===== config.mk =====
export PLATFORM = sky130hd
export DESIGN_NAME = apb_req_arbiter
export DESIGN_NICKNAME = d
export VERILOG_FILES = /design/src/rtl/apb_req_arbiter.sv
export SDC_FILE = /design/constraint.sdc
export NUM_CORES = 1
export LEC_CHECK = 0
export ABC_AREA = 1
export BUFFER_PORTS_ARGS = -buffer_cell sky130_fd_sc_hd__buf_2
export CAP_MARGIN = 20
export CORE_AREA = 2 2 198 200
export CTS_BUF_LIST = sky130_fd_sc_hd__clkbuf_4
export DETAILED_ROUTE_END_ITERATION = 16
export DIE_AREA = 0 0 200 202
export PLACE_DENSITY = 0.52
export SYNTH_ARGS = -nofsm -noshare
export SYNTH_HDL_FRONTEND = slang
export SYNTH_SLANG_ARGS = --single-unit

===== constraint.sdc =====
create_clock -name pclk -period 1.83 [get_ports pclk]
set_input_delay 0.366 -clock pclk [delete_from_list [all_inputs] [get_ports pclk]]
set_output_delay 0.366 -clock pclk [all_outputs]
set_load 0.02 [all_outputs]

===== src/rtl/apb_req_arbiter.sv =====
// apb_req_arbiter: round-robin multi-requester APB master.
//
// Takes transfer requests from NREQ requesters and serves them one at a time,
// using a round-robin pointer. Each granted transfer runs the APB SETUP/ACCESS
// sequence toward one of NSLV slaves. The slave is decoded from address bits
// starting at SEL_LSB. An optional pready timeout aborts an ACCESS phase that
// never completes.
//
// Ports
//   pclk, presetn          clock, async active-low reset
//   req/req_write          per-requester request and direction
//   req_addr/req_wdata     per-requester address / write data (32 bits each)
//   done                   one-cycle completion pulse to the granted requester
//   rsp_rdata/rsp_err      response, valid while any done bit is high
//   psel/penable/pwrite    APB control toward the slaves
//   paddr/pwdata           APB address / write data
//   prdata/pready/pslverr  per-slave APB responses
module apb_req_arbiter #(
    parameter int unsigned NREQ    = 4,
    parameter int unsigned NSLV    = 4,
    parameter int unsigned SEL_LSB = 10,
    parameter int unsigned TIMEOUT = 16
) (
    input  logic                 pclk,
    input  logic                 presetn,
    input  logic [NREQ-1:0]      req,
    input  logic [NREQ-1:0]      req_write,
    input  logic [NREQ*32-1:0]   req_addr,
    input  logic [NREQ*32-1:0]   req_wdata,
    output logic [NREQ-1:0]      done,
    output logic [31:0]          rsp_rdata,
    output logic                 rsp_err,
    output logic [NSLV-1:0]      psel,
    output logic                 penable,
    output logic                 pwrite,
    output logic [31:0]          paddr,
    output logic [31:0]          pwdata,
    input  logic [NSLV*32-1:0]   prdata,
    input  logic [NSLV-1:0]      pready,
    input  logic [NSLV-1:0]      pslverr
);

    localparam int unsigned RW = (NREQ > 1) ? $clog2(NREQ) : 1;
    localparam int unsigned SW = (NSLV > 1) ? $clog2(NSLV) : 1;
    localparam int unsigned TW = (TIMEOUT > 0) ? $clog2(TIMEOUT + 1) : 1;

    typedef enum logic [1:0] {StIdle, StSetup, StAccess, StResp} state_e;

    state_e         state_q, state_d;
    logic [RW-1:0]  rr_q, rr_d;
    logic [RW-1:0]  grant_q, grant_d;
    logic           pwrite_q, pwrite_d;
    logic [31:0]    paddr_q, paddr_d;
    logic [31:0]    pwdata_q, pwdata_d;
    logic [SW-1:0]  slv_q, slv_d;
    logic [31:0]    rdata_q, rdata_d;
    logic           err_q, err_d;
    logic [TW-1:0]  tmo_q, tmo_d;

    // Requester index 'off' positions after 'base', wrapping modulo NREQ.
    function automatic logic [RW-1:0] rr_idx(logic [RW-1:0] base, int unsigned off);
        return RW'((32'(base) + off) % NREQ);
    endfunction

    // Round-robin pick and the picked requester's fields.
    logic           found;
    logic [RW-1:0]  pick;
    logic           new_write;
    logic [31:0]    new_addr;
    logic [31:0]    new_wdata;
    logic [SW-1:0]  new_sel;
    logic           dec_err;

    always_comb begin
        found = 1'b0;
        pick  = '0;
        for (int unsigned i = 0; i < NREQ; i++) begin
            if (!found && req[rr_idx(rr_q, i)]) begin
                found = 1'b1;
                pick  = rr_idx(rr_q, i);
            end
        end
        new_write = 1'b0;
        new_addr  = '0;
        new_wdata = '0;
        for (int unsigned i = 0; i < NREQ; i++) begin
            if (pick == RW'(i)) begin
                new_write = req_write[i];
                new_addr  = req_addr[32*i +: 32];
                new_wdata = req_wdata[32*i +: 32];
            end
        end
        new_sel = new_addr[SEL_LSB +: SW];
        // Select field can encode more slaves than exist when NSLV is not a power of two.
        dec_err = (32'(new_sel) >= NSLV);
    end

    // Response mux from the currently selected slave.
    logic           sel_ready;
    logic           sel_err;
    logic [31:0]    sel_rdata;

    always_comb begin
        sel_ready = 1'b0;
        sel_err   = 1'b0;
        sel_rdata = '0;
        for (int unsigned s = 0; s < NSLV; s++) begin
            if (slv_q == SW'(s)) begin
                sel_ready = pready[s];
                sel_err   = pslverr[s];
                sel_rdata = prdata[32*s +: 32];
            end
        end
    end

    // State register.
    always_ff @(posedge pclk or negedge presetn) begin
        if (!presetn) begin
            state_q  <= StIdle;
            rr_q     <= '0;
            grant_q  <= '0;
            pwrite_q <= 1'b0;
            paddr_q  <= '0;
            pwdata_q <= '0;
            slv_q    <= '0;
            rdata_q  <= '0;
            err_q    <= 1'b0;
            tmo_q    <= '0;
        end else begin
            state_q  <= state_d;
            rr_q     <= rr_d;
            grant_q  <= grant_d;
            pwrite_q <= pwrite_d;
            paddr_q  <= paddr_d;
            pwdata_q <= pwdata_d;
            slv_q    <= slv_d;
            rdata_q  <= rdata_d;
            err_q    <= err_d;
            tmo_q    <= tmo_d;
        end
    end

    // Next-state logic.
    always_comb begin
        state_d  = state_q;
        rr_d     = rr_q;
        grant_d  = grant_q;
        pwrite_d = pwrite_q;
        paddr_d  = paddr_q;
        pwdata_d = pwdata_q;
        slv_d    = slv_q;
        rdata_d  = rdata_q;
        err_d    = err_q;
        tmo_d    = tmo_q;
        unique case (state_q)
            StIdle: begin
                if (found) begin
                    grant_d  = pick;
                    pwrite_d = new_write;
                    paddr_d  = new_addr;
                    pwdata_d = new_wdata;
                    slv_d    = new_sel;
                    if (dec_err) begin
                        rdata_d = '0;
                        err_d   = 1'b1;
                        state_d = StResp;
                    end else begin
                        state_d = StSetup;
                    end
                end
            end
            StSetup: begin
                tmo_d   = '0;
                state_d = StAccess;
            end
            StAccess: begin
                if (sel_ready) begin
                    rdata_d = pwrite_q ? 32'h0 : sel_rdata;
                    err_d   = sel_err;
                    state_d = StResp;
                end else begin
                    tmo_d = tmo_q + TW'(1);
                    // Abort on the TIMEOUT-th ACCESS cycle that saw no ready.
                    if (TIMEOUT != 0 && (32'(tmo_q) + 32'd1 == TIMEOUT)) begin
                        rdata_d = '0;
                        err_d   = 1'b1;
                        state_d = StResp;
                    end
                end
            end
            StResp: begin
                rr_d    = rr_idx(grant_q, 1);
                state_d = StIdle;
            end
            default: state_d = StIdle;
        endcase
    end

    // Outputs; psel/penable/done decode from state so reset clears them at once.
    always_comb begin
        psel    = '0;
        penable = 1'b0;
        done    = '0;
        unique case (state_q)
            StSetup, StAccess: begin
                for (int unsigned s = 0; s < NSLV; s++) begin
                    psel[s] = (slv_q == SW'(s));
                end
                penable = (state_q == StAccess);
            end
            StResp: begin
                for (int unsigned i = 0; i < NREQ; i++) begin
                    done[i] = (grant_q == RW'(i));
                end
            end
            default: ;
        endcase
    end

    assign pwrite    = pwrite_q;
    assign paddr     = paddr_q;
    assign pwdata    = pwdata_q;
    assign rsp_rdata = rdata_q;
    assign rsp_err   = err_q;

endmodule


==> results.py, run 1 <==
metrics = {
    "finish": {
        "stdcell_count": 2579,
        "seq_area_sq_mm": 0.00273,
        "final_layout_size_suffix_gt1_frac": 0.374,
        "area_delta_synth_final_pct": 57.7,
        "fillers": 4275,
        "design_area_sq_mm": 0.0136,
        "nets": 2464,
        "multi_input_area_sq_mm": 0.00489,
        "utilization": 0.355,
    },
    "power": {
        "leakagePower_nw": 8.06,
        "p_clk_frac": 0.040,
        "p_switching_mw": 15.9,
        "total_power_mw": 30.0,
        "internal-power_mw": 14.1,
        "share_comb_of_total_power": 0.812,
        "peakVddDrop_v": 0.000802,
        "p_per_area_mw_per_mm2": 2210,
        "p_sw_frac": 0.530,
        "pwr-share-seq": 0.148,
    },
    "sta": {
        "worst_pin_slew_ns": 0.599,
        "setup_viol": 78,
        "fin_ws_ns": -0.440,
        "fmax_mhz": 440,
        "finalHoldViolations": 0,
        "fin_worst_skew_ns": 0.0294,
        "slew_headroom": 0.601,
        "slew_viol_final": 0,
        "fin_crit_sh": 1.24,
        "rsz0062_at_grt": "yes",
        "finalCriticalPeriod_ns": 2.27,
    },
    "floorplanning": {
        "die_h_microns": 202,
        "dieArea_sq_mm": 0.0404,
        "start_util": 0.225,
        "pin_count": 509,
        "rows": 72,
        "core_sq_mm": 0.0383,
        "die_w_microns": 200,
    },
    "global_routing": {
        "grt_first_pass_wirelength_microns": 58800,
        "antenna_found_initial": 10,
        "grtUsageTotal": 0.190,
        "overflow": 0,
        "grt_max_degree": 41,
        "grt_pass1_vias": 10900,
    },
    "synth": {
        "syn_area_sq_mm": 0.00861,
        "synth_commonest_cells": "559 x nand2_1, 250 x inv_1, 181 x nor2_1, 126 x nand3_1, 109 x dfrtp_1",
        "ys_async_sr_fraction": 1.00,
        "synthTopCellsByArea": "dfrtp_1 32%, nand2_1 24%, inv_1 11%, nor2_1 7.9%, nand3_1 7.3%",
        "syn_inst": 1486,
        "yosysTopAreaCellShare": 0.317,
        "syn_nets": 1898,
        "synth_ff_type": "dfrtp_1",
        "ys_seq_elements": 109,
        "synth_edf_count": 0,
        "synth_most_common_cell": "nand2_1",
        "syn_area_per_cell_sq_um": 5.79,
        "yosysWarningCount": 0,
        "ys_seq_area_frac": 0.317,
        "ys_types": 32,
        "synth_area_leader_cell": "dfrtp_1",
    },
    "worst_setup_path": {
        "crit_arrival_ns": 2.67,
        "worstSetupEndpointType": "flip-flop",
        "critPathRequiredTime_ns": 2.23,
        "critPathMaxFanout": 23,
        "cp-start-kind": "flip-flop",
        "worst-setup-path-type": "flip-flop to flip-flop",
    },
    "place": {
        "placed_area_sq_mm": 0.0124,
        "dp.cells": 2528,
        "gp_congestion": 0.914,
        "dp.final_hpwl_microns": 30800,
        "port-buffer-count": 508,
    },
    "routing": {
        "wl_per_cell_microns": 15.8,
        "drcViolationCount": 0,
        "drtIter0Drc": 423,
        "drt_first_pass_iters": 4,
        "num_vias": 11200,
        "via_per_inst": 4.35,
        "ant_nets": 0,
        "routed_wl_microns": 40800,
    },
    "clocking": {
        "cts_max_level": 3,
        "cts_buffers": 9,
        "root_buffer": "clkbuf_4",
        "clockBufferDepth": 2,
        "cts_tree": "yes",
        "cts_sinks": 109,
        "clk_pin_slew_ns": 0.19,
        "clock_latency_ns": 0.51,
    },
    "job": {
        "drv_cap": 0,
    },
    "run_status": {
        "violations": "setup timing",
        "status": "finished with violations",
    },
    "hold_path": {
        "hold_class": "input port to flip-flop",
    },
}
-- cell type report --
type | count | share of cell area
diodes | 5 | 0.000922
clock buffers | 11 | 0.00608
clock inverters | 4 | 0.00194
inverters | 255 | 0.0724
multi-input cells | 1037 | 0.360
flip-flops and latches | 109 | 0.201
well taps | 518 | 0.0477
repair buffers | 639 | 0.309
repair inverters | 1 | 0.000553
-- flip-flops by register name, indices dropped and copies added (netlist names) --
signal and flops:
paddr 32, pwdata 32, rsp_rdata 32, tmo_q 5, grant_q 2, rr_q 2, state_q 2, pwrite 1
rsp_err 1
-- through the flow --
stage               hold WS (ns)  TNS (ns)  setup WS (ns)
floorplan                 0.0704     -2.15        -0.0400
global placement           0.404    -18.45         -0.327
detailed placement         0.411    -21.97         -0.402
CTS                       0.0852    -24.96         -0.397
global route               0.124    -40.30         -0.562
finish                     0.152    -26.93         -0.440
-- critical path: stages (launching register included) --
cell        delay (ns)
dfrtp_2           0.50
clkinvlp_4        0.18
nand2_2           0.10
nand2_2           0.07
nand2_2           0.07
nand2_2           0.07
nand4_1           0.13
nand2_1           0.10
nor2_4            0.19
nor2_4            0.08
buf_12            0.16
buf_12            0.17
nor2_1            0.12
nand3_2           0.07
nand2_1           0.07
nand2_1           0.04
-- power by group through the flow --
stage / logic, mW / clock network (mW) / registers (mW)
6_report: 24.3 / 1.19 / 4.45
5_1_grt: 26.8 / 1.34 / 4.63
4_1_cts: 23.0 / 1.28 / 4.47
3_5_place_dp: 19.9 / 0 / 4.48
3_3_place_gp: 19.8 / 0 / 4.48
2_1_floorplan: 11.0 / 0 / 5.68
-- cells by family after synthesis --
family | after synthesis | synth area share
fa+ha+maj | 10 | 0.0145
flops | 109 | 0.317
xor+xnor | 1 | 0.00102
simple gates | 891 | 0.414
compound gates | 135 | 0.0922
buf+inv | 340 | 0.161
-- worst paths after layout --
check                              from       endpoint  cells after the start  slack [ns]
setup / recovery                rr_q[0]      pwdata[7]                     15       -0.44
hold / removal             req_wdata[9]      pwdata[9]                      5        0.15
setup reg to reg                rr_q[0]      pwdata[7]                     15       -0.44
hold reg to reg              pwdata[18]     pwdata[18]                      2        0.50
max in group asynchronous       presetn  rsp_rdata[27]                      3        0.84
min in group asynchronous       presetn   rsp_rdata[7]                      2        0.38
-- layer usage --
layer | global-route usage | wire length [microns]
met2 | 0.350 | 20600
met5 | 0 | 41
met3 | 0.0380 | 2630
met4 | 0.0524 | 730
met1 | 0.220 | 16800
-- timing repair --
item | in CTS | in global routing
pin swaps | 20 | 24
hold buffers | 1 | 0
resized for setup | 102 | 58
cloned | 9 | 5
hold endpoints to repair | 22 | 0
endpoints found under the setup margin | 84 | 118
buffers inserted | 15 | 3
-- layout by cell type, fill, tap and decap left out, drive strengths merged, types with 10 or more instances in the layout --
| cell type | netlist | layout |
|---|---|---|
| o21ai | 58 | 58 |
| o22ai | 14 | 14 |
| nand2 | 563 | 563 |
| a311oi | 17 | 17 |
| ha | 10 | 10 |
| nor3 | 14 | 14 |
| nor2 | 183 | 183 |
| a21oi | 37 | 37 |
| buf | 57 | 634 |
| clkbuf | 28 | 15 |
| nand3 | 128 | 128 |
| dfrtp | 109 | 109 |
| inv | 255 | 253 |
No activity file was read; power rests on OpenSTA's default activity.
==> run 2: changes to the inputs <==
- PLACE_DENSITY: 0.52 -> not set
- TNS_END_PERCENT: not set -> 10
==> run 2 against run 1 <==
Net effect: the flow still finishes with violations (setup timing); die area stayed put; clock-buffer cell count is 2 lower; global-route usage is 1.2 points lower; critical endpoint is now pwdata[17]; highest routed layer unchanged.
==> results.py, run 2 (synthesized netlist as in run 1, its figures left out) <==
metrics = {
    "run_status": {
        "status": "finished with violations",
        "violations": "setup timing",
    },
    "clocking": {
        "cts_buffers": 9,
        "root_buffer": "clkbuf_4",
        "cts_sinks": 109,
        "cts_max_level": 3,
        "clock_latency_ns": 0.52,
        "clockBufferDepth": 2,
        "cts_tree": "yes",
        "clk_pin_slew_ns": 0.20,
    },
    "finish": {
        "nets": 2440,
        "mostFrequentLayoutCells": "537 x nand2_1, 497 x buf_2, 237 x inv_1",
        "fillers": 4220,
        "layout_commonest_cell": "nand2_1",
        "utilization": 0.348,
        "area_delta_synth_final_pct": 54.6,
        "final_layout_size_suffix_gt1_frac": 0.358,
    },
    "place": {
        "dpl_worst_slack_ns": -0.539,
        "gp_congestion": 0.937,
        "port-buffer-count": 508,
        "dp.final_hpwl_microns": 29700,
    },
    "global_routing": {
        "grtUsageTotal": 0.177,
        "overflow": 0,
        "antenna_found_initial": 8,
        "grt_max_degree": 51,
        "grt_first_pass_wirelength_microns": 55700,
        "grt_pass1_vias": 10700,
    },
    "routing": {
        "drt_first_pass_iters": 5,
        "ant_nets": 0,
        "num_vias": 11200,
        "drcViolationCount": 0,
        "drtIter0Drc": 473,
        "wl_per_cell_microns": 15.1,
        "routed_wl_microns": 38600,
        "via_per_inst": 4.39,
    },
    "sta": {
        "fin_crit_sh": 1.25,
        "fin_worst_skew_ns": 0.0311,
        "finalHoldViolations": 0,
        "rsz0062_at_grt": "yes",
        "setup_viol": 75,
        "slew_viol_final": 0,
        "slew_headroom": 0.762,
        "finalCriticalPeriod_ns": 2.29,
        "fmax_mhz": 437,
        "fin_ws_ns": -0.456,
        "worst_pin_slew_ns": 0.356,
    },
    "power": {
        "p_switching_mw": 15.3,
        "p_clk_frac": 0.051,
        "p_sw_frac": 0.537,
        "share_comb_of_total_power": 0.792,
        "pwr-share-seq": 0.157,
        "internal-power_mw": 13.2,
        "p_per_area_mw_per_mm2": 2150,
        "leakagePower_nw": 7.90,
        "peakVddDrop_v": 0.00117,
    },
    "worst_setup_path": {
        "critPathMaxFanout": 8,
        "critPathRequiredTime_ns": 2.25,
        "crit_arrival_ns": 2.70,
        "worstSetupEndpointType": "flip-flop",
        "cp-start-kind": "flip-flop",
        "worst-setup-path-type": "flip-flop to flip-flop",
    },
    "floorplanning": {
        "die_h_microns": 202,
        "core_sq_mm": 0.0383,
        "die_w_microns": 200,
        "dieArea_sq_mm": 0.0404,
        "start_util": 0.225,
        "pin_count": 509,
        "rows": 72,
    },
    "hold_path": {
        "hold_class": "input port to flip-flop",
    },
    "job": {
        "drv_cap": 0,
    },
}
-- run 2: power groups by stage --
stage	combinational (mW)	clock, mW	sequential (mW)
after detailed placement	19.3	0	4.52
after CTS	20.5	1.53	4.48
after floorplan	10.9	0	5.68
final	22.6	1.45	4.49
after global placement	19.0	0	4.51
after global routing	24.9	1.64	4.67
-- run 2: what timing repair did --
| action | in CTS | in global routing |
|---|---|---|
| hold buffers | 1 | 0 |
| gates cloned | 1 | 7 |
| resized for setup | 63 | 105 |
| buffers inserted | 11 | 10 |
| hold endpoints to repair | 29 | 0 |
| setup endpoints to repair | 81 | 118 |
| pin swaps | 8 | 21 |
-- run 2: stage by stage --
| stage | total power, mW | instances | hold slack (ns) | TNS [ns] | instance area (sq um) |
|---|---|---|---|---|---|
| 5_1_grt | 31.2 | 2556 | 0.0868 | -39.58 | 13300 |
| 3_5_place_dp | 23.8 | 2505 | 0.283 | -28.35 | 12200 |
| 4_1_cts | 26.5 | 2534 | 0.0715 | -25.76 | 12700 |
| 3_3_place_gp | 23.5 | 2505 | 0.286 | -20.57 | 12200 |
| 6_report | 28.5 | 2557 | 0.141 | -26.87 | 13300 |
| 2_1_floorplan | 16.6 | 1486 | 0.0704 | -3.49 | 8620 |
-- run 2: worst paths after layout --
path                               start      endpoint  slack [ns]  depth (start not counted)
setup / recovery                 rr_q[0]    pwdata[17]       -0.46                         17
hold / removal             req_wdata[56]    pwdata[24]        0.14                          5
setup reg to reg                 rr_q[0]    pwdata[17]       -0.46                         17
hold reg to reg               pwdata[23]    pwdata[23]        0.50                          2
max in group asynchronous        presetn     paddr[20]        0.98                          3
min in group asynchronous        presetn  rsp_rdata[7]        0.24                          2
-- run 2: cell type report --
type	count	area [sq um]	area share
antenna	6	15.0	0.00113
clock buffer	9	67.6	0.00508
clock inverter	7	88.8	0.00668
inverter	255	981	0.0737
multi-input combinational	1037	4820	0.362
sequential	109	2730	0.205
tap	518	648	0.0487
timing repair buffer	616	3960	0.297
-- run 2: per-layer routing --
metal  up-vias  part of all wire  GRT usage
met3        48             0.066     0.0377
met2       420              0.50      0.321
met5         -           0.00062          0
met1      5166              0.40      0.201
met4         4             0.024     0.0701
li1       5595                 -          -
-- run 2: critical path, cell delays in order (launching register included) --
cell and delay (ns):
dfrtp_2 0.50, buf_4 0.16, nand2_4 0.08, nand3_4 0.08, nand2_2 0.11, inv_1 0.07
nand3_2 0.10, nor2_4 0.05, nor2_4 0.12, buf_12 0.13, nor2_4 0.03, buf_4 0.15
clkbuf_16 0.16, buf_8 0.14, nor2_4 0.08, nand3_2 0.10, nand2_1 0.09, nand2_1 0.05
==> run 3: changes to the inputs <==
- TNS_END_PERCENT: 10 -> 50
==> run 3 against run 2 <==
Net effect: the run still ends with setup timing left; core utilization grew 1.3 points; worst setup slack lost 0.026 ns; final cell count grew 1.2%; non-clock buffer count up 29; clock skew is 0.0060 ns higher; clock power is 4% lower; sequential share of layout area shrank 0.72 points; sequential cell count unchanged; fmax fell by 1.1%; sequential power increased by 3%; cell area up 3.8%; first-iteration DRC count increased by 6.6%; critical path type unchanged; largest cell class unchanged; largest power group unchanged.
==> results.py, run 3 (synthesized netlist as in run 1, its figures left out) <==
metrics = {
    "sta": {
        "finalHoldViolations": 0,
        "worst_pin_slew_ns": 0.433,
        "fin_ws_ns": -0.482,
        "fmax_mhz": 432,
        "finalCriticalPeriod_ns": 2.31,
        "slew_viol_final": 0,
        "setup-tns-final_ns": -29.22,
        "slew_headroom": 0.708,
        "setup_viol": 94,
        "fin_crit_sh": 1.26,
        "rsz0062_at_grt": "yes",
        "holdWs_ns": 0.0947,
        "fin_worst_skew_ns": 0.0371,
    },
    "worst_setup_path": {
        "critPathRequiredTime_ns": 2.30,
        "worstReg2RegEnd": "pwdata[5]",
        "slowest_stage": "dfrtp_2",
        "crit_top_cell": "nand2_2",
        "rr_startpoint": "rr_q[0]",
        "cp-start-kind": "flip-flop",
        "worst-setup-path-type": "flip-flop to flip-flop",
        "r2r_cells": 16,
        "path_cells": "clkinvlp_4, nand2_2, nand2_2, nand2_2, inv_2, a21boi_2, nand2_2, nor2_4, nor2_4, buf_12, clkbuf_16, clkbuf_16, nor2_1, nand3_1, nand2_1, nand2_1",
        "worstSetupEndpointType": "flip-flop",
        "r2r_setup_slack_ns": -0.48,
        "max_stage_delay_ns": 0.52,
        "crit_arrival_ns": 2.79,
        "critPathMaxFanout": 7,
    },
    "place": {
        "dpl_worst_slack_ns": -0.429,
        "gp_congestion": 0.929,
        "dp.final_hpwl_microns": 30100,
        "port-buffer-count": 508,
        "dp.cells": 2514,
    },
    "clocking": {
        "cts_buffers": 9,
        "clockBufferDepth": 2,
        "cts_max_level": 3,
        "root_buffer": "clkbuf_4",
        "cts_sinks": 109,
        "clock_latency_ns": 0.59,
        "clk_pin_slew_ns": 0.23,
        "cts_tree": "yes",
    },
    "routing": {
        "drcViolationCount": 0,
        "ant_nets": 0,
        "drtIter0Drc": 504,
        "num_vias": 11400,
        "via_per_inst": 4.40,
        "routed_wl_microns": 41100,
        "wl_per_cell_microns": 15.9,
        "drt_first_pass_iters": 4,
    },
    "finish": {
        "mostFrequentLayoutCells": "531 x nand2_1, 498 x buf_2, 240 x inv_1",
        "fillers": 4178,
        "nets": 2470,
        "utilization": 0.361,
        "layout_commonest_cell": "nand2_1",
        "area_delta_synth_final_pct": 60.4,
        "stdcell_count": 2587,
        "final_layout_size_suffix_gt1_frac": 0.366,
    },
    "hold_path": {
        "min_to": "pwdata[26]",
        "hold_start": "req_wdata[58]",
        "min_path_cells": 5,
        "hold_class": "input port to flip-flop",
    },
    "run_status": {
        "violations": "setup timing",
        "status": "finished with violations",
    },
    "floorplanning": {
        "die_h_microns": 202,
        "core_sq_mm": 0.0383,
        "die_w_microns": 200,
        "dieArea_sq_mm": 0.0404,
        "pin_count": 509,
        "start_util": 0.225,
        "rows": 72,
    },
    "global_routing": {
        "antenna_found_initial": 10,
        "grt_max_degree": 64,
        "grt_first_pass_wirelength_microns": 60000,
        "overflow": 0,
        "grt_pass1_vias": 11000,
        "grtUsageTotal": 0.196,
    },
    "power": {
        "share_comb_of_total_power": 0.806,
        "pwr-share-seq": 0.149,
        "p_sw_frac": 0.523,
        "internal-power_mw": 14.8,
        "p_clk_frac": 0.045,
        "p_per_area_mw_per_mm2": 2250,
        "p_switching_mw": 16.2,
        "peakVddDrop_v": 0.000900,
        "leakagePower_nw": 8.12,
    },
    "job": {
        "drv_cap": 0,
    },
}
run 3: cell count changes in the layout (fill, tap and decap cells not counted), sizes merged:
| cell | delta |
|---|---|
| dlygate4sd3 | +5 |
| buf | +23 |
| bufbuf | +1 |
| clkinv | +2 |
| bufinv | -1 |
| inv | -1 |
| clkinvlp | +1 |
run 3: how the worst max path moves through the flow:
stage / from / end / slack (ns) / cells past startpoint
finish: rr_q[0] / pwdata[5] / -0.48 / 16
global route: rr_q[0] / paddr[21] / -0.64 / 17
CTS: rr_q[0] / pwrite / -0.45 / 16
detailed placement: rr_q[0] / pwdata[20] / -0.43 / 15
global placement: rr_q[0] / paddr[31] / -0.37 / 16
floorplan: rr_q[0] / paddr[23] / -0.04 / 15
run 3: repair_timing:
action,in CTS,in global routing
hold buffers,6,0
buffers inserted,22,7
gates resized for setup,159,46
hold endpoints to repair,114,0
pin swaps,7,8
setup endpoints to repair,118,119
gates cloned,12,6
run 3: cell type report:
cell class,instances,area (sq um),area share
sequential,109,2740,0.198
tap,518,648,0.0469
multi-input combinational,1037,4830,0.350
timing repair buffer,645,4430,0.321
inverter,255,992,0.0719
timing repair inverter,1,7.51,0.000544
clock buffer,9,67.6,0.00489
clock inverter,7,78.8,0.00571
antenna,6,15.0,0.00109
run 3: critical path, delay by kind of cell, from the launching register on:
family	cells	cell delay (ns)
AND/OR/NAND/NOR	10	0.80
buffers and inverters	5	0.70
flip-flops	1	0.52
AO/OA/AOI/OAI	1	0.18
run 3: through the flow:
| stage | total power, mW | cell area [sq um] |
|---|---|---|
| 6_report | 31.0 | 13800 |
| 2_1_floorplan | 16.7 | 8640 |
| 3_3_place_gp | 23.7 | 12300 |
| 5_1_grt | 33.8 | 13800 |
| 4_1_cts | 29.9 | 13400 |
| 3_5_place_dp | 24.1 | 12300 |
run 3: layer usage:
layer	vias to the layer above	wire, microns	global-route usage
met3	86	2790	0.0399
met4	6	1610	0.110
met2	480	20900	0.352
li1	5646	-	-
met5	-	44	0
met1	5156	15800	0.212
run 3: power groups by stage:
stage / Clock (mW) / Combinational (mW) / Sequential [mW]
after floorplan: 0 / 11.0 / 5.68
after global placement: 0 / 19.1 / 4.61
after detailed placement: 0 / 19.5 / 4.60
after CTS: 1.50 / 23.8 / 4.61
after global routing: 1.56 / 27.5 / 4.77
final: 1.39 / 25.0 / 4.61
